`src/rtl/i2c_slave_regfile_if.sv`:
```
// rtl/i2c_slave_regfile_if.sv - register-file port between the I2C target and local storage
interface i2c_slave_regfile_if #(
    parameter int PTR_W = 5
) ();
    logic [PTR_W-1:0] reg_addr;
    logic [7:0]       reg_wdata;
    logic             reg_we;
    logic [7:0]       reg_rdata;

    modport master (
        output reg_addr,
        output reg_wdata,
        output reg_we,
        input  reg_rdata
    );

    modport slave (
        input  reg_addr,
        input  reg_wdata,
        input  reg_we,
        output reg_rdata
    );
endinterface

```
`src/rtl/i2c_slave_regfile.sv`:
```
// rtl/i2c_slave_regfile.sv - I2C target exposing an auto-incrementing register space
module i2c_slave_regfile #(
    parameter logic [6:0] DEV_ADDR   = 7'h50,
    parameter int         PTR_W      = 5,
    parameter int         FILTER_LEN = 3
) (
    input  logic clk,
    input  logic reset,
    input  logic scl_in,
    input  logic sda_in,
    output logic sda_oe,
    output logic busy,
    output logic stop_det,
    i2c_slave_regfile_if.master rf
);
    localparam int              FC_W   = $clog2(FILTER_LEN + 1);
    localparam logic [FC_W-1:0] FC_MAX = FC_W'(FILTER_LEN - 1);

    typedef enum logic [3:0] {
        ST_IDLE, ST_ADDR, ST_ADDR_ACK, ST_PTR, ST_PTR_ACK,
        ST_WR_DATA, ST_WR_ACK, ST_RD_LOAD, ST_RD_DATA, ST_RD_ACK
    } state_t;

    state_t state, state_n;

    logic scl_s1, scl_s2, sda_s1, sda_s2;
    logic fscl, fsda, fscl_d, fsda_d;
    logic [FC_W-1:0] scl_cnt, sda_cnt;
    logic [6:0] sr;
    logic [7:0] tx;
    logic [3:0] bit_cnt;
    logic       rw;

    logic oe_n, busy_n, stop_n, cnt_clr, shift_in, rw_load;
    logic ptr_load, ptr_inc, we_pulse, tx_load, tx_shift;

    // A filtered line only follows the synchronised pin after FILTER_LEN agreeing samples.
    always_ff @(posedge clk) begin
        if (!reset) begin
            scl_s1  <= 1'b1;
            scl_s2  <= 1'b1;
            sda_s1  <= 1'b1;
            sda_s2  <= 1'b1;
            fscl    <= 1'b1;
            fsda    <= 1'b1;
            fscl_d  <= 1'b1;
            fsda_d  <= 1'b1;
            scl_cnt <= '0;
            sda_cnt <= '0;
        end else begin
            scl_s1 <= scl_in;
            scl_s2 <= scl_s1;
            sda_s1 <= sda_in;
            sda_s2 <= sda_s1;
            if (scl_s2 != fscl) begin
                if (scl_cnt == FC_MAX) begin
                    fscl    <= scl_s2;
                    scl_cnt <= '0;
                end else begin
                    scl_cnt <= scl_cnt + 1'b1;
                end
            end else begin
                scl_cnt <= '0;
            end
            if (sda_s2 != fsda) begin
                if (sda_cnt == FC_MAX) begin
                    fsda    <= sda_s2;
                    sda_cnt <= '0;
                end else begin
                    sda_cnt <= sda_cnt + 1'b1;
                end
            end else begin
                sda_cnt <= '0;
            end
            fscl_d <= fscl;
            fsda_d <= fsda;
        end
    end

    wire scl_rise = fscl & ~fscl_d;
    wire scl_fall = ~fscl & fscl_d;
    wire sda_rise = fsda & ~fsda_d;
    wire sda_fall = ~fsda & fsda_d;
    wire start_c  = sda_fall & fscl;
    wire stop_c   = sda_rise & fscl;
    wire [7:0] byte_in = {sr, fsda};

    always_ff @(posedge clk) begin
        if (!reset) state <= ST_IDLE;
        else        state <= state_n;
    end

    always_comb begin
        state_n  = state;
        oe_n     = sda_oe;
        busy_n   = busy;
        stop_n   = 1'b0;
        cnt_clr  = 1'b0;
        shift_in = 1'b0;
        rw_load  = 1'b0;
        ptr_load = 1'b0;
        ptr_inc  = 1'b0;
        we_pulse = 1'b0;
        tx_load  = 1'b0;
        tx_shift = 1'b0;
        if (stop_c) begin
            state_n = ST_IDLE;
            oe_n    = 1'b0;
            busy_n  = 1'b0;
            stop_n  = 1'b1;
        end else if (start_c) begin
            state_n = ST_ADDR;
            oe_n    = 1'b0;
            cnt_clr = 1'b1;
        end else begin
            case (state)
                ST_ADDR: if (scl_rise) begin
                    shift_in = 1'b1;
                    if (bit_cnt == 4'd7) begin
                        if (byte_in[7:1] == DEV_ADDR) begin
                            busy_n  = 1'b1;
                            rw_load = 1'b1;
                            state_n = ST_ADDR_ACK;
                        end else begin
                            busy_n  = 1'b0;
                            state_n = ST_IDLE;
                        end
                    end
                end
                // ACK states use sda_oe itself to tell the pull-low fall from the release fall.
                ST_ADDR_ACK, ST_PTR_ACK, ST_WR_ACK: if (scl_fall) begin
                    if (!sda_oe) begin
                        oe_n = 1'b1;
                    end else begin
                        oe_n    = 1'b0;
                        cnt_clr = 1'b1;
                        if (state == ST_ADDR_ACK)
                            state_n = rw ? ST_RD_LOAD : ST_PTR;
                        else
                            state_n = ST_WR_DATA;
                        if (state == ST_WR_ACK)
                            ptr_inc = 1'b1;
                    end
                end
                ST_PTR: if (scl_rise) begin
                    shift_in = 1'b1;
                    if (bit_cnt == 4'd7) begin
                        ptr_load = 1'b1;
                        state_n  = ST_PTR_ACK;
                    end
                end
                ST_WR_DATA: if (scl_rise) begin
                    shift_in = 1'b1;
                    if (bit_cnt == 4'd7) begin
                        we_pulse = 1'b1;
                        state_n  = ST_WR_ACK;
                    end
                end
                ST_RD_LOAD: begin
                    tx_load = 1'b1;
                    cnt_clr = 1'b1;
                    state_n = ST_RD_DATA;
                end
                // The first bit goes out as soon as SCL is low; the rest follow each fall.
                ST_RD_DATA: begin
                    if (bit_cnt == 4'd0) begin
                        if (!fscl) begin
                            oe_n     = ~tx[7];
                            tx_shift = 1'b1;
                        end
                    end else if (scl_fall) begin
                        if (bit_cnt == 4'd8) begin
                            oe_n    = 1'b0;
                            ptr_inc = 1'b1;
                            state_n = ST_RD_ACK;
                        end else begin
                            oe_n     = ~tx[7];
                            tx_shift = 1'b1;
                        end
                    end
                end
                ST_RD_ACK: if (scl_rise) begin
                    if (!fsda) begin
                        state_n = ST_RD_LOAD;
                    end else begin
                        busy_n  = 1'b0;
                        state_n = ST_IDLE;
                    end
                end
                default: ;
            endcase
        end
    end

    always_ff @(posedge clk) begin
        if (!reset) begin
            sda_oe       <= 1'b0;
            busy         <= 1'b0;
            stop_det     <= 1'b0;
            rw           <= 1'b0;
            sr           <= '0;
            tx           <= '0;
            bit_cnt      <= '0;
            rf.reg_addr  <= '0;
            rf.reg_wdata <= '0;
            rf.reg_we    <= 1'b0;
        end else begin
            sda_oe    <= oe_n;
            busy      <= busy_n;
            stop_det  <= stop_n;
            rf.reg_we <= we_pulse;
            if (cnt_clr)
                bit_cnt <= '0;
            else if (shift_in | tx_shift)
                bit_cnt <= bit_cnt + 1'b1;
            if (shift_in) sr <= byte_in[6:0];
            if (rw_load)  rw <= fsda;
            if (we_pulse) rf.reg_wdata <= byte_in;
            if (ptr_load)
                rf.reg_addr <= byte_in[PTR_W-1:0];
            else if (ptr_inc)
                rf.reg_addr <= rf.reg_addr + 1'b1;
            if (tx_load)
                tx <= rf.reg_rdata;
            else if (tx_shift)
                tx <= {tx[6:0], 1'b0};
        end
    end
endmodule

```
`src/flat_wrapper.sv`:
```
// flat-port wrapper written by rule: the top's interface ports become plain ports
module i2c_slave_regfile_flat 
#(
    parameter logic [6:0] DEV_ADDR   = 7'h50,
    parameter int         PTR_W      = 5,
    parameter int         FILTER_LEN = 3
)
  (clk, reset, scl_in, sda_in, sda_oe, busy, stop_det, rf_reg_addr, rf_reg_wdata, rf_reg_we, rf_reg_rdata);
  i2c_slave_regfile_if #(.PTR_W(PTR_W)) rf_i ();
  input  logic clk;
  input  logic reset;
  input  logic scl_in;
  input  logic sda_in;
  output logic sda_oe;
  output logic busy;
  output logic stop_det;
  output wire logic [$bits(rf_i.reg_addr)-1:0] rf_reg_addr;
  output wire logic [$bits(rf_i.reg_wdata)-1:0] rf_reg_wdata;
  output wire logic [$bits(rf_i.reg_we)-1:0] rf_reg_we;
  input wire logic [$bits(rf_i.reg_rdata)-1:0] rf_reg_rdata;
  assign rf_reg_addr = rf_i.reg_addr;
  assign rf_reg_wdata = rf_i.reg_wdata;
  assign rf_reg_we = rf_i.reg_we;
  assign rf_i.reg_rdata = rf_reg_rdata;
  i2c_slave_regfile #(.DEV_ADDR(DEV_ADDR), .PTR_W(PTR_W), .FILTER_LEN(FILTER_LEN)) u_core (.clk(clk), .reset(reset), .scl_in(scl_in), .sda_in(sda_in), .sda_oe(sda_oe), .busy(busy), .stop_det(stop_det), .rf(rf_i));
endmodule
```
`config.mk`:
```
export PLATFORM = sky130hd
export DESIGN_NAME = i2c_slave_regfile_flat
export DESIGN_NICKNAME = d
export VERILOG_FILES = /design/src/rtl/i2c_slave_regfile_if.sv /design/src/rtl/i2c_slave_regfile.sv /design/src/flat_wrapper.sv
export SDC_FILE = /design/constraint.sdc
export NUM_CORES = 1
export LEC_CHECK = 0
export CORE_MARGIN = 2
export CORE_UTILIZATION = 60
export CTS_BUF_LIST = sky130_fd_sc_hd__clkbuf_8
export DETAILED_ROUTE_END_ITERATION = 6
export HOLD_SLACK_MARGIN = 0.05
export PLACE_DENSITY_LB_ADDON = 0.05
export SLEW_MARGIN = 20
export SYNTH_ARGS = -nofsm -noshare
export SYNTH_HDL_FRONTEND = slang
export SYNTH_SLANG_ARGS = --single-unit
```
`constraint.sdc`:
```
create_clock -name clk -period 3.9 [get_ports clk]
set_input_delay 0.78 -clock clk [delete_from_list [all_inputs] [get_ports clk]]
set_output_delay 0.78 -clock clk [all_outputs]
set_load 0.01 [all_outputs]
```
### Yosys cells after proc, flatten, opt, wreduce, memory -nomap -nowiden

Cells that the tools add are included.

| cells by class | value |
|---|---|
| add/subtract/negate cells | 4 |
| equality and inequality tests | 43 |
| mux-type cells | 77 |
| bitwise operators | 16 |
| reductions and logical operators | 20 |

Operators with widths:

| kind | count |
|---|---|
| 1-bit two-way mux | 52 |
| 4-bit two-way mux | 13 |
| 3-bit by 1-bit inequality test with 1-bit output, second input constant | 12 |
| 4-bit one-hot mux with 7 select lines | 1 |
| 13-bit AND reduction | 2 |
| 2-bit by 1-bit inequality test with 1-bit output, second input constant | 12 |
| 4-bit by 3-bit == test with 1-bit output, second input constant | 5 |
| 8-bit two-way mux | 2 |
| 3-bit OR reduction | 5 |
| 4-bit == test, second input constant | 3 |
| 5-bit two-way mux | 2 |
| 1-bit NOT | 9 |
| 4-bit by 2-bit == test with 1-bit output, second input constant | 2 |
| 1-bit one-hot mux with 2 select lines | 4 |
| 2-bit nonzero test | 4 |
| 8-bit nonzero test | 1 |
| 7-bit == test, second input constant | 1 |
| 7-bit nonzero test | 1 |
| 1-bit bitwise AND | 6 |
| 3-bit two-way mux | 2 |
| 6-bit AND reduction | 1 |
| 5-bit by 1-bit adder with 5-bit output, second input constant | 1 |
| 2-bit by 1-bit adder with 2-bit output, second input constant | 2 |
| 4-bit by 1-bit adder with 4-bit output, second input constant | 1 |
| other kinds (12) | 16 |

| storage, ports and cells | value |
|---|---|
| flip-flop bits (word level) | 53 |
| bits of input ports | 12 |
| output and inout port bits | 17 |
| logic and storage cells | 182 |

### Longest topological paths before layout

Gate-level depths: netlist of run 1.

| depth | value |
|---|---|
| word-level depth | 9 |
| mapped depth | 7 |
| depth with buffers taken out | 7 |

### Worst setup path before layout of run 1

No wires, ideal clock.

| timing | value |
|---|---|
| path kind | register -> register |
| start point | register u_core.bit_cnt[0] |
| end point | register u_core.bit_cnt[3] |
| arrival | 1.719 ns |
| data required time | 3.830 ns |
| setup slack | 2.110 ns |
| stages on the path, launching flop included | 8 |
| period minus slack after synthesis | 1.790 ns |
| path through | dfxtp_1 > inv_1 > ha_1 > or4b_4 > o21ai_4 > a31oi_4 > or3_1 > a21oi_1 |

| on the way | value |
|---|---|
| cells in the longest elaborated chain, start to end | 8 |
| elaborated cells between the ends (all ways) | 10 |
| those cells by class | add/sub (1); eq/ne (1); mux (6); bitwise (1); reduce/logical (1) |

Ends and longest elaborated chain:

| item | line | source |
|---|---|---|
| from (decl) | i2c_slave_regfile.sv:31 | `logic [3:0] bit_cnt;` |
| from (signal assigned) | i2c_slave_regfile.sv:215 | `bit_cnt <= bit_cnt + 1'b1;` |
| 4-bit == test | i2c_slave_regfile.sv:172 | `if (bit_cnt == 4'd8) begin` |
| 1-bit two-way mux | i2c_slave_regfile.sv:172 |  |
| 1-bit two-way mux | i2c_slave_regfile.sv:171 | `end else if (scl_fall) begin` |
| 1-bit two-way mux | i2c_slave_regfile.sv:166 | `if (bit_cnt == 4'd0) begin` |
| 1-bit two-way mux | i2c_slave_regfile.sv:116 | `case (state)` |
| 1-bit two-way mux | i2c_slave_regfile.sv:111 | `end else if (start_c) begin` |
| 1-bit two-way mux | i2c_slave_regfile.sv:106 | `if (stop_c) begin` |
| 1-bit bitwise OR | i2c_slave_regfile.sv:214 | `else if (shift_in \| tx_shift)` |

Parallel ways exist; a longest one is shown, timed or not.
A chain may end at the register's enable or synchronous reset.

### Worst setup path in the final report of run 1

| timing | value |
|---|---|
| start point | register u_core.state[3] |
| end point | register u_core.rf.reg_addr[2] |

| on the way | value |
|---|---|
| cells in the longest elaborated chain, start to end | 8 |
| elaborated cells between the ends (all ways) | 17 |
| those cells by class | eq/ne (5); mux (10); reduce/logical (2) |

Ends and longest elaborated chain:

| item | line | source |
|---|---|---|
| from (decl) | i2c_slave_regfile.sv:24 | `state_t state, state_n;` |
| from (signal assigned) | i2c_slave_regfile.sv:90 | `else state <= state_n;` |
| 4-bit by 3-bit == test with 1-bit output | i2c_slave_regfile.sv:116, i2c_slave_regfile.sv:141 |  |
| 1-bit two-way mux | i2c_slave_regfile.sv:141 | `if (state == ST_WR_ACK)` |
| 1-bit two-way mux | i2c_slave_regfile.sv:132 | `if (!sda_oe) begin` |
| 1-bit two-way mux | i2c_slave_regfile.sv:131 | `ST_ADDR_ACK, ST_PTR_ACK, ST_WR_ACK: if (scl_fall) begin` |
| 1-bit one-hot mux with 2 select lines | i2c_slave_regfile.sv:116 |  |
| 1-bit two-way mux | i2c_slave_regfile.sv:111 |  |
| 1-bit two-way mux | i2c_slave_regfile.sv:106 |  |
| 2-bit nonzero test (no line) | -- |  |
| to (signal assigned) | i2c_slave_regfile.sv:220 | `rf.reg_addr <= byte_in[PTR_W-1:0];` |
| to (signal assigned) | i2c_slave_regfile.sv:222 | `rf.reg_addr <= rf.reg_addr + 1'b1;` |
| to (decl) | i2c_slave_regfile_if.sv:11 | `output reg_addr,` |

Parallel ways exist; a longest one is shown, timed or not.

==> results of run 1 <==
==> stage by stage <==
step	instances	utilization
after global routing	350	0.7222
after detailed placement	343	0.7010
after global placement	343	0.7010
final	350	0.7222
after CTS	350	0.7222
after floorplan	276	-
==> worst reg2reg max path, stage by stage, from the launching register on <==
cell	delay [ps]
dfxtp_1	650
nor4b_4	510
a32oi_1	280
o22a_1	330
o21ai_0	210
a21oi_1	90
==> worst max-delay path by stage <==
| stage | cells after the start | slack, ps | endpoint | from |
|---|---|---|---|---|
| 3_3_place_gp | 5 | 1430 | u_core.scl_cnt[1]$_SDFF_PP0_ | reset |
| 6_report | 5 | 1690 | u_core.rf.reg_addr[2]$_SDFFE_PN0P_ | u_core.state[3]$_SDFFE_PP0P_ |
| 3_5_place_dp | 5 | 1380 | u_core.sda_cnt[1]$_SDFF_PP0_ | reset |
| 4_1_cts | 5 | 1700 | u_core.sda_cnt[1]$_SDFF_PP0_ | reset |
| 2_1_floorplan | 7 | 2110 | u_core.bit_cnt[3]$_SDFFE_PP0P_ | u_core.bit_cnt[0]$_SDFFE_PP0P_ |
| 5_1_grt | 5 | 1550 | u_core.rf.reg_addr[4]$_SDFFE_PN0P_ | u_core.state[3]$_SDFFE_PP0P_ |
==> layout by cell type (no fill, tap or decap), drive strengths merged, types with 3 or more instances in the layout <==
| cell type | instances |
|---|---|
| a21oi | 19 |
| a22oi | 3 |
| clkbuf | 5 |
| clkdlybuf4s50 | 28 |
| dfxtp | 53 |
| ha | 5 |
| inv | 9 |
| mux2i | 30 |
| nand2 | 14 |
| nand2b | 12 |
| nand3 | 6 |
| nand3b | 4 |
| nor2 | 39 |
| nor3 | 7 |
| o21ai | 15 |
| o32ai | 3 |
| or3 | 4 |
| xnor2 | 5 |
==> power groups by stage <==
stage	clock network [mW]	logic, mW	registers [mW]
final	0.298	0.0427	0.553
after global routing	0.328	0.0479	0.554
after CTS	0.306	0.0428	0.553
after detailed placement	0	0.0427	0.565
after global placement	0	0.0419	0.565
after floorplan	0	0.0297	0.561
==> registers in the layout, indices dropped and copies added (netlist names), 2 cells and up <==
register             flops
u_core.scl_cnt           2
u_core.sr                7
u_core.rf.reg_wdata      8
u_core.state             4
u_core.rf.reg_addr       5
u_core.bit_cnt           4
u_core.tx                8
u_core.sda_cnt           2
==> final cells by class <==
type | count | share of cell area
sequential | 53 | 0.3673
tap | 50 | 0.02165
clock buffer | 5 | 0.02382
clock inverter | 2 | 0.005630
multi-input combinational | 202 | 0.4703
timing repair buffer | 29 | 0.09961
inverter | 9 | 0.01169
==> metal layers <==
metal	GRT usage	vias to the layer above	share of wire
li1	-	1032	-
met1	0.3043	945	0.50
met2	0.3522	47	0.42
met3	0.05032	14	0.047
met4	0.1125	0	0.026
met5	0	-	0
==> kinds of logic (layout without fill, tap and decap cells) <==
logic type,count (synthesis),in the layout,share of synthesized area
simple gates,103,103,0.2193
compound gates,59,59,0.1600
flops,53,53,0.4227
mux,30,30,0.1196
buf+inv,21,45,0.03589
fa+ha+maj,5,5,0.02493
xor+xnor,5,5,0.01745
==> key figures, run 1 <==
Power
  – P_sw: 0.2024 mW
  – Comb power frac: 0.048
  – Total Power: 0.8931 mW
  – Switch share: 0.2267
  – Clock group share of total power: 0.333
  – Pwr Density: 309.1 nW/um^2
  – Sequential power share: 0.619
  – Peak VDD IR: 0.0002614 V
  – Int Pwr: 0.6907 mW
  – Leakage power total: around 1.1 nW

Worst setup path
  – CP Max Fanout: 15
  – Worst reg2reg path depth: 5
  – Worst path cell trace: nor4b_4 > a32oi_1 > o22a_1 > o21ai_0 > a21oi_1
  – R2R Path End: u_core.rf.reg_addr[2]$_SDFFE_PN0P_
  – Critical Path RT: slightly above 4000 ps
  – CP arrival: 2380 ps
  – Delay-heaviest family, CP: compound AO/OA/AOI/OAI gates
  – Reg2reg setup slack: 1690 ps
  – R2R Path Start: u_core.state[3]$_SDFFE_PP0P_
  – Crit-path slowest cell: dfxtp_1
  – Worst path bufs/invs: 0
  – CP Launch Type: flop
  – CP Capture Type: flop
  – Slowest stage delay, CP: 650 ps
  – Crit Path Category: flop to flop

Logic synthesis
  – Post-Synthesis Cells: approximately 280
  – Avg Inst Size Synth: ~9 sq um
  – Yosys reg bits: 53
  – Number of flops mapped to enable cells by yosys: 0
  – Synth cell count leaders: 53 x dfxtp_1, 38 x nor2_1, 30 x mux2i_1, 19 x a21oi_1
  – Mapped Area: 2510 sq um
  – Top cell type's share of synthesized area: 0.4227
  – Yosys warning count: 0
  – Count leader, synth: dfxtp_1
  – Area leader, netlist: dfxtp_1
  – Synth area leaders: dfxtp_1 42%, mux2i_1 12%, nor2_1 5.7%, a21oi_1 3.8%, nand2b_1 3.0%
  – Post-synthesis sequential area ratio: 0.4227
  – Syn nets: 293
  – Synth Flop Type: dfxtp_1
  – Netlist cell types: 50
  – Post-synth ARST share: 0

STA
  – Hold WS: 410.9 ps
  – Post-route setup slack: about 1700 ps
  – RSZ-0062 raised after global routing: no
  – Worst slew margin: 0.5203
  – Final Cycle Share: 0.5676
  – Pin slew with the least headroom to its limit: 718.8 ps
  – Fmax: between 0.4 and 0.5 GHz
  – Fin. Hold Viols: 0
  – Setup TNS Final: 0 ps
  – Slew Limit Fails: 0
  – Count of final setup violators: 0
  – Final Skew: 10.58 ps
  – Min cycle time layout: 2214 ps

Drt
  – Initial DRC Count: slightly below 100
  – Post-DR vias/cell: 5.823
  – Post-Route WL: roughly 5000 um
  – Post-detailed-route count of antenna-violating nets: 0
  – Routed len/inst: 14.19 um
  – Initial DRT Pass Iterations: 4
  – Via count: 2038
  – # DRC: 0

Finish
  – Total Nets Final: 317
  – Register area: 1061 sq um
  – FILL cells: 322
  – Share of layout cells above drive strength 1: 0.05667
  – Diode count: 0
  – Multi-input logic area: 1359 sq um
  – Post-route cell area: between 2000 and 3000 sq um
  – Area grow syn2layout: 15.10%

Global route
  – Largest net degree at the start of global routing: 26
  – Initial antenna violation count: 0
  – First-pass GRT wire length: 8162 um
  – Total gr overflow: 0
  – Vias in the first global route: 1863
  – Total track usage: 0.2296

Die
  – Initial Util: 0.6275
  – Die Y: 68.68 um
  – Placeable Area: roughly 4000 sq um
  – Die Span X: between 60 and 70 um
  – Die area: 4716 sq um
  – Row cnt: 23
  – Io pins: 29

Clock tree
  – Num CTS Buffers: 5
  – H-tree lvl count: 2
  – CTS tree: built
  – Maximum root-to-sink buffer count: 2
  – Resized cells post-CTS: 0
  – Cts hold-fix bufs: 0
  – Clk_lat worst skew: 310 ps
  – Reg clk slew, reported paths: about 90 ps
  – CTS root buf: clkbuf_8
  – Clock sink total: 53
  – Setup bufs post-CTS: 0

Flow run
  – Total of max-cap violations: 0

Hold path
  – Hold/Removal Path Class: flop to flop
  – WHS Endpoint: u_core.scl_cnt[0]$_SDFF_PP0_
  – Hold path cells: 1
  – Hold Startpoint: u_core.scl_cnt[0]$_SDFF_PP0_

Place
  – Dpl cell area: 2804 sq um
  – Buffers on Ports: 28
  – Global placement routability congestion: 0.9182
  – DP Worst Slack: between 1000 and 1500 ps
  – DP HPWL: 3481 um

Run status
  – Status: completed
No activity file was read; power rests on OpenSTA's default activity.
==> run 2, diff against run 1 <==
- CORE_UTILIZATION: 60 -> 58
- clock period: 3.9 -> 2.2 ns (I/O delays scaled with it)
==> run 2 against run 1 <==
Non-clock buffer count is 7 higher. Worst hold slack better by 3.4 ps. Flip-flop and latch count stayed put. Wire length is 0.77% higher.
==> key figures, run 2 (synthesis results as in run 1) <==
STA
  – Final Skew: 12.14 ps (+1.557 ps)
  – Min cycle time layout: 2008 ps (-206.0 ps)
  – Final Cycle Share: 0.9126 (+0.3450)
  – Fmax: 0.4981 GHz (+10%)
  – Setup TNS Final: 0 ps (unchanged)
  – Slew Limit Fails: 0 (unchanged)
  – Count of final setup violators: 0 (unchanged)
  – RSZ-0062 raised after global routing: no
  – Pin slew with the least headroom to its limit: 515.9 ps (-202.9 ps)
  – Fin. Hold Viols: 0 (unchanged)
  – Worst slew margin: 0.6556 (+0.1353)

Worst setup path
  – Crit Path Category: flop to flop
  – Crit-path slowest cell: or4b_4
  – CP arrival: 2210 ps (-170 ps)
  – CP Capture Type: flop
  – Worst path cell trace: inv_1 > ha_1 > or4b_4 > a21o_2 > a2bb2oi_1 > a21oi_1 > a311oi_1
  – Critical Path RT: 2410 ps (-1650 ps)
  – Slowest stage delay, CP: 490 ps (-160 ps)
  – CP Max Fanout: 3 (-12)
  – CP Launch Type: flop

Power
  – Clock group share of total power: 0.393 (+0.060)
  – Pwr Density: 585.8 nW/um^2 (+89%)
  – P_sw: 0.3675 mW (+82%)
  – Peak VDD IR: 0.0004630 V (+77%)
  – Switch share: 0.2108 (-0.01591)
  – Comb power frac: 0.045 (-0.003)
  – Int Pwr: 1.376 mW (+99%)
  – Leakage power total: 1.102 nW (+4.8%)
  – Sequential power share: 0.562 (-0.057)

Global route
  – Largest net degree at the start of global routing: 24 (-7.7%)
  – Vias in the first global route: 1806 (-3.1%)
  – First-pass GRT wire length: 8438 um (+3.4%)
  – Total track usage: 0.2120 (-0.01760)
  – Initial antenna violation count: 0 (unchanged)
  – Total gr overflow: 0 (unchanged)

Drt
  – # DRC: 0 (unchanged)
  – Post-detailed-route count of antenna-violating nets: 0 (unchanged)
  – Top sig layer: met4
  – Post-Route WL: 5004 um (+0.77%)
  – Post-DR vias/cell: 5.673 (-2.6%)
  – Initial DRT Pass Iterations: 4 (unchanged)
  – Via count: 2031 (-0.34%)
  – Routed wl met2: 2112 um (+0.19%)
  – Initial DRC Count: 107 (+9.2%)
  – Detailed-routing wirelength on met1: 2558 um (+2.6%)
  – Routed met3 length: 220 um (-6.4%)
  – Routed len/inst: 13.98 um (-1.5%)

Finish
  – Total Nets Final: 324 (+2.2%)
  – Area grow syn2layout: 18.59%
  – Commonest non-fill, non-tap cell in the layout: dfxtp_1
  – Share of layout cells above drive strength 1: 0.08117 (+0.02450)
  – Most frequent cells in the layout: 53 x dfxtp_1, 38 x nor2_1, 30 x mux2i_1, 28 x clkdlybuf4s50_1, 19 x a21oi_1
  – FILL cells: 345 (+7.1%)
  – Largest regs: u_core.rf.reg_wdata: 8 flops, u_core.tx: 8 flops, u_core.sr: 7 flops
  – Diode count: 0 (unchanged)
  – Final Core Density: 0.7284 (+0.006174)
  – Post-route cell area: 2977 sq um (+3.0%)

Hold path
  – Hold/Removal Path Class: flop to flop

Place
  – Global placement routability congestion: 0.9039 (-1.6%)
  – DP HPWL: 3464 um (-0.51%)
  – Buffers on Ports: 28 (unchanged)
  – Dpl cell area: 2856 sq um (+1.9%)

Run status
  – Status: completed

Clock tree
  – Reg clk slew, reported paths: 90 ps (about the same)
  – CTS root buf: clkbuf_8
  – Num CTS Buffers: 5 (unchanged)
  – Clk_lat worst skew: 310 ps (about the same)
  – Maximum root-to-sink buffer count: 2 (unchanged)
  – Clock sink total: 53 (unchanged)
  – Setup bufs post-CTS: 0 (unchanged)
  – Cts hold-fix bufs: 0 (unchanged)
  – H-tree lvl count: 2 (unchanged)
  – CTS tree: built
  – Resized cells post-CTS: 0 (unchanged)

Die
  – Io pins: 29 (unchanged)
  – Die Y: 69.79 um (+1.6%)
  – Row cnt: 23 (unchanged)
  – Initial Util: 0.6142 (-0.01326)
  – Die area: 4870 sq um (+3.3%)
  – Placeable Area: 4086 sq um (+2.2%)
  – Die Span X: 69.79 um (+1.6%)

Flow run
  – Total of max-cap violations: 0 (unchanged)
-- run 2: cell count changes in the layout (fill, tap and decap cells not counted), sizes merged --
| cell | previous run | this run |
|---|---|---|
| buf | 1 | 8 |
| clkinv | 1 | 0 |
| bufinv | 0 | 1 |
| clkbuf | 5 | 6 |
-- run 2: layout make-up --
class,instances,area (sq um),share of cell area
inverter,9,33.78,0.01135
sequential,53,1061,0.3565
timing repair buffer,36,340.3,0.1143
clock inverter,2,37.54,0.01261
clock buffer,6,82.58,0.02774
tap,50,62.56,0.02102
multi-input combinational,202,1359,0.4565
-- run 2: path summary, 6_finish.rpt --
check / startpoint / end / slack (ps) / cells past startpoint
min reg2reg: u_core.scl_cnt[0]$_SDFF_PP0_ / u_core.scl_cnt[0]$_SDFF_PP0_ / 410 / 1
max reg2reg: u_core.bit_cnt[0]$_SDFFE_PP0P_ / u_core.sda_oe$_SDFFE_PP0P_ / 190 / 7
max: u_core.bit_cnt[0]$_SDFFE_PP0P_ / u_core.sda_oe$_SDFFE_PP0P_ / 190 / 7
min: u_core.scl_cnt[0]$_SDFF_PP0_ / u_core.scl_cnt[0]$_SDFF_PP0_ / 410 / 1
-- run 2: stage by stage --
stage	hold WS, ps	power, mW	std cells	worst slack [ps]
final	414.4	1.744	358	192.3
after global routing	441.5	1.815	358	2.542
after CTS	418.2	1.754	358	182.1
after detailed placement	395.3	1.080	350	237.8
after global placement	401.1	1.079	350	311.7
after floorplan	386.3	1.047	276	410.5
-- run 2: power by group through the flow --
stage                     registers [mW]  clock network (mW)  logic [mW]
after floorplan                    0.994                   0      0.0527
after global placement              1.00                   0      0.0769
after detailed placement            1.00                   0      0.0776
after CTS                          0.980               0.696      0.0784
after global routing               0.982               0.746      0.0871
final                              0.980               0.686      0.0781
-- run 2: routing by layer --
layer / up-vias / track usage
met5: - / 0
met4: 0 / 0.07051
met3: 12 / 0.05959
met2: 52 / 0.3005
met1: 920 / 0.3090
li1: 1047 / -
-- run 2: critical path: cells and delay by family (launching register included) --
| kind | cells | cell delay, ps |
|---|---|---|
| AOI/OAI and AO/OA | 4 | 790 |
| and+or+nand+nor | 1 | 490 |
| DFF | 1 | 340 |
| adders and majority gates | 1 | 190 |
| buffers and inverters | 1 | 90 |
==> run 3, diff against run 2 <==
- ABC_AREA: unset -> 1
- CORE_UTILIZATION: 58 -> 56
- CTS_BUF_LIST: sky130_fd_sc_hd__clkbuf_8 -> sky130_fd_sc_hd__clkbuf_16
==> run 3 against run 2 <==
Register-to-register slack better by 110 ps. First-iteration DRC count up 8.4%. Maximum frequency rose by 5.5%. Clock skew is 5.4 ps lower. Worst hold slack worse by 0.78 ps. Die area up 6.8%. Critical endpoint is now u_core.rf.reg_wdata[7]$_SDFFE_PN0P_. Core utilization fell by 3.7 points. Wire length increased by 3.5%. Critical path depth stayed put. Highest routed layer unchanged. Synthesized cell count is 28% higher. Clock-buffer cell count down 1. Synthesized area is 3.5% higher.
==> key figures, run 3 <==
Die
  – Die area: 5199 sq um (+6.8%)
  – Die Y: 72.11 um (+3.3%)
  – Row cnt: 24 (+4.3%)
  – Die Span X: 72.11 um (+3.3%)
  – Io pins: 29 (unchanged)
  – Initial Util: 0.5884 (-0.02577)
  – Placeable Area: 4414 sq um (+8.0%)

Worst setup path
  – Slowest stage delay, CP: 480 ps (about the same)
  – CP arrival: 2080 ps (-130 ps)
  – CP Capture Type: flop
  – Critical Path RT: 2370 ps (-40 ps)
  – CP Launch Type: flop
  – Worst path cell trace: inv_1 > nand3_2 > nand2_4 > inv_1 > nand4_2 > o21ai_0 > a21oi_1
  – Delay-heaviest family, CP: simple AND/OR/NAND/NOR gates
  – CP most frequent cell: inv_1
  – CP Max Fanout: 17 (+14)
  – Crit Path Category: flop to flop
  – Crit-path slowest cell: dfxtp_1
  – Worst path bufs/invs: 2 (+1)

Power
  – Clock group share of total power: 0.337 (-0.056)
  – P_sw: 0.7225 mW (+97%)
  – Int Pwr: 1.587 mW (+15%)
  – Switch share: 0.3129 (+0.1021)
  – Comb power frac: 0.215 (+0.170)
  – Leakage power total: 1.268 nW (+15%)
  – Peak VDD IR: 0.0003994 V (-14%)
  – Sequential power share: 0.448 (-0.114)
  – Pwr Density: 756.4 nW/um^2 (+29%)

Logic synthesis
  – Netlist cell types: 33 (-34%)
  – Synth cell count leaders: 66 x nand2_1, 53 x dfxtp_1, 41 x inv_1, 36 x nor2_1, 30 x o21ai_0
  – Syn nets: 369 (+26%)
  – Count leader, synth: nand2_1
  – Area leader, netlist: dfxtp_1
  – Number of flops mapped to enable cells by yosys: 0 (unchanged)
  – Post-synthesis sequential area ratio: 0.4085 (-0.01425)
  – Top cell type's share of synthesized area: 0.4085 (-0.01425)
  – Yosys warning count: 0 (unchanged)
  – Mapped Area: 2597 sq um (+3.5%)
  – Synth area leaders: dfxtp_1 41%, nand2_1 9.5%, inv_1 5.9%, o21ai_0 5.8%, a21oi_1 5.4%
  – Post-synth ARST share: 0 (unchanged)
  – Post-Synthesis Cells: 352 (+28%)
  – Avg Inst Size Synth: 7.379 sq um (-19%)
  – Synth Flop Type: dfxtp_1
  – Yosys reg bits: 53 (unchanged)

Finish
  – Diode count: 0 (unchanged)
  – Largest regs: u_core.rf.reg_wdata: 8 flops, u_core.tx: 8 flops, u_core.sr: 7 flops
  – Area grow syn2layout: 17.53%
  – Post-route cell area: 3053 sq um (+2.6%)
  – Most frequent cells in the layout: 66 x nand2_1, 53 x dfxtp_1, 41 x inv_1, 36 x nor2_1, 30 x o21ai_0
  – Commonest non-fill, non-tap cell in the layout: nand2_1
  – Share of layout cells above drive strength 1: 0.1227 (+0.04155)
  – Total Nets Final: 399 (+23%)

Drt
  – # DRC: 0 (unchanged)
  – Routed len/inst: 11.91 um (-15%)
  – Via count: 2256 (+11%)
  – Post-detailed-route count of antenna-violating nets: 0 (unchanged)
  – Initial DRT Pass Iterations: 4 (unchanged)
  – Post-Route WL: 5179 um (+3.5%)
  – Post-DR vias/cell: 5.186 (-8.6%)
  – Initial DRC Count: 116 (+8.4%)

Global route
  – Largest net degree at the start of global routing: 27 (+13%)
  – Vias in the first global route: 1991 (+10%)
  – First-pass GRT wire length: 8763 um (+3.9%)
  – Total gr overflow: 0 (unchanged)
  – Initial antenna violation count: 0 (unchanged)
  – Total track usage: 0.2140 (+0.002052)

Clock tree
  – Reg clk slew, reported paths: 70 ps (-20 ps)
  – H-tree lvl count: 2 (unchanged)
  – Clk_lat worst skew: 290 ps (-20 ps)
  – CTS tree: built
  – Setup bufs post-CTS: 0 (unchanged)
  – Num CTS Buffers: 5 (unchanged)
  – Resized cells post-CTS: 0 (unchanged)
  – Cts hold-fix bufs: 0 (unchanged)
  – CTS root buf: clkbuf_16
  – Clock sink total: 53 (unchanged)
  – Maximum root-to-sink buffer count: 2 (unchanged)

STA
  – Final Skew: 6.695 ps (-5.441 ps)
  – RSZ-0062 raised after global routing: no
  – Min cycle time layout: 1903 ps (-105.0 ps)
  – Fin. Hold Viols: 0 (unchanged)
  – Slew Limit Fails: 0 (unchanged)
  – Worst slew margin: 0.6655 (+0.009953)
  – Pin slew with the least headroom to its limit: 496.4 ps (-19.47 ps)
  – Setup TNS Final: 0 ps (unchanged)
  – Count of final setup violators: 0 (unchanged)
  – Fmax: 0.5256 GHz (+5.5%)
  – Final Cycle Share: 0.8649 (-0.04775)

Place
  – Global placement routability congestion: 0.8681 (-4.0%)
  – DP HPWL: 3872 um (+12%)
  – Buffers on Ports: 28 (unchanged)
  – Dpl cell area: 2907 sq um (+1.8%)

Hold path
  – Hold/Removal Path Class: flop to flop

Flow run
  – Total of max-cap violations: 0 (unchanged)

Run status
  – Status: completed
run 3: changes by cell type in the layout (fill, tap and decap cells not counted), sizes merged, moves of 4 or more:
| cell | previous run | this run |
|---|---|---|
| nand3 | 6 | 19 |
| nor3 | 7 | 3 |
| buf | 8 | 2 |
| nand2b | 12 | 0 |
| nand4 | 1 | 9 |
| mux2i | 30 | 0 |
| nor2 | 39 | 43 |
| nand2 | 14 | 76 |
| a31oi | 2 | 7 |
| or3 | 4 | 0 |
| inv | 9 | 50 |
| o21ai | 15 | 38 |
| a21oi | 19 | 28 |
run 3: cells by family (layout without fill, tap and decap cells):
group | count (synthesis) | count (layout) | share of synthesized area
DFF | 53 | 53 | 0.4085
AOI/OAI and AO/OA | 78 | 78 | 0.1594
buffers and inverters | 58 | 89 | 0.09345
and+or+nand+nor | 155 | 155 | 0.3044
xor gates and xnor gates | 3 | 3 | 0.01012
adders and majority gates | 5 | 5 | 0.02408
run 3: metal layers:
metal / share of wire / vias to the layer above / global-route usage / wire length, um
met4: 0.013 / 0 / 0.07547 / 68
li1: - / 1208 / - / -
met3: 0.038 / 6 / 0.04583 / 197
met5: 0 / - / 0 / 0
met2: 0.49 / 48 / 0.3690 / 2550
met1: 0.46 / 994 / 0.2633 / 2362
run 3: worst paths after layout:
path | depth (start not counted) | to | startpoint | slack [ps]
worst max-delay path | 7 | u_core.rf.reg_wdata[7]$_SDFFE_PN0P_ | u_core.fsda$_SDFFE_PN1P_ | 300
worst max register to register | 7 | u_core.rf.reg_wdata[7]$_SDFFE_PN0P_ | u_core.fsda$_SDFFE_PN1P_ | 300
worst min-delay path | 1 | u_core.scl_cnt[0]$_SDFF_PP0_ | u_core.scl_cnt[0]$_SDFF_PP0_ | 410
worst min register to register | 1 | u_core.scl_cnt[0]$_SDFF_PP0_ | u_core.scl_cnt[0]$_SDFF_PP0_ | 410
run 3: power by group through the flow:
stage               Sequential (mW)  Clock (mW)  Combinational, mW
floorplan                      1.05           0              0.395
global route                   1.04       0.831              0.555
detailed placement             1.06           0              0.488
finish                         1.03       0.779              0.496
global placement               1.06           0              0.484
CTS                            1.03       0.796              0.490
run 3: final cells by class:
cell class              count  area (sq um)
clock buffers               5         125.1
clock inverters             3         21.27
fillers                   395          1361
inverters                  51         191.4
multi-input cells         241          1294
flip-flops and latches     53          1061
well taps                  52         65.06
repair buffers             30         295.3
run 3: metrics by stage:
stage          hold WS (ps)    util  std cells  worst slack, ps  power, mW
2_1_floorplan         392.5       -        352            762.1      1.443
3_5_place_dp          398.9  0.6584        427            300.3      1.544
4_1_cts               412.3  0.6916        435            293.7      2.321
6_report              413.6  0.6916        435            297.3      2.309
3_3_place_gp          394.4  0.6584        427            342.8      1.540
5_1_grt               420.5  0.6916        435            82.39      2.425
run 3: worst register-to-register path: stages (launching register included):
cell and delay [ps]:
dfxtp_1 480, inv_1 150, nand3_2 180, nand2_4 90
inv_1 150, nand4_2 360, o21ai_0 310, a21oi_1 60
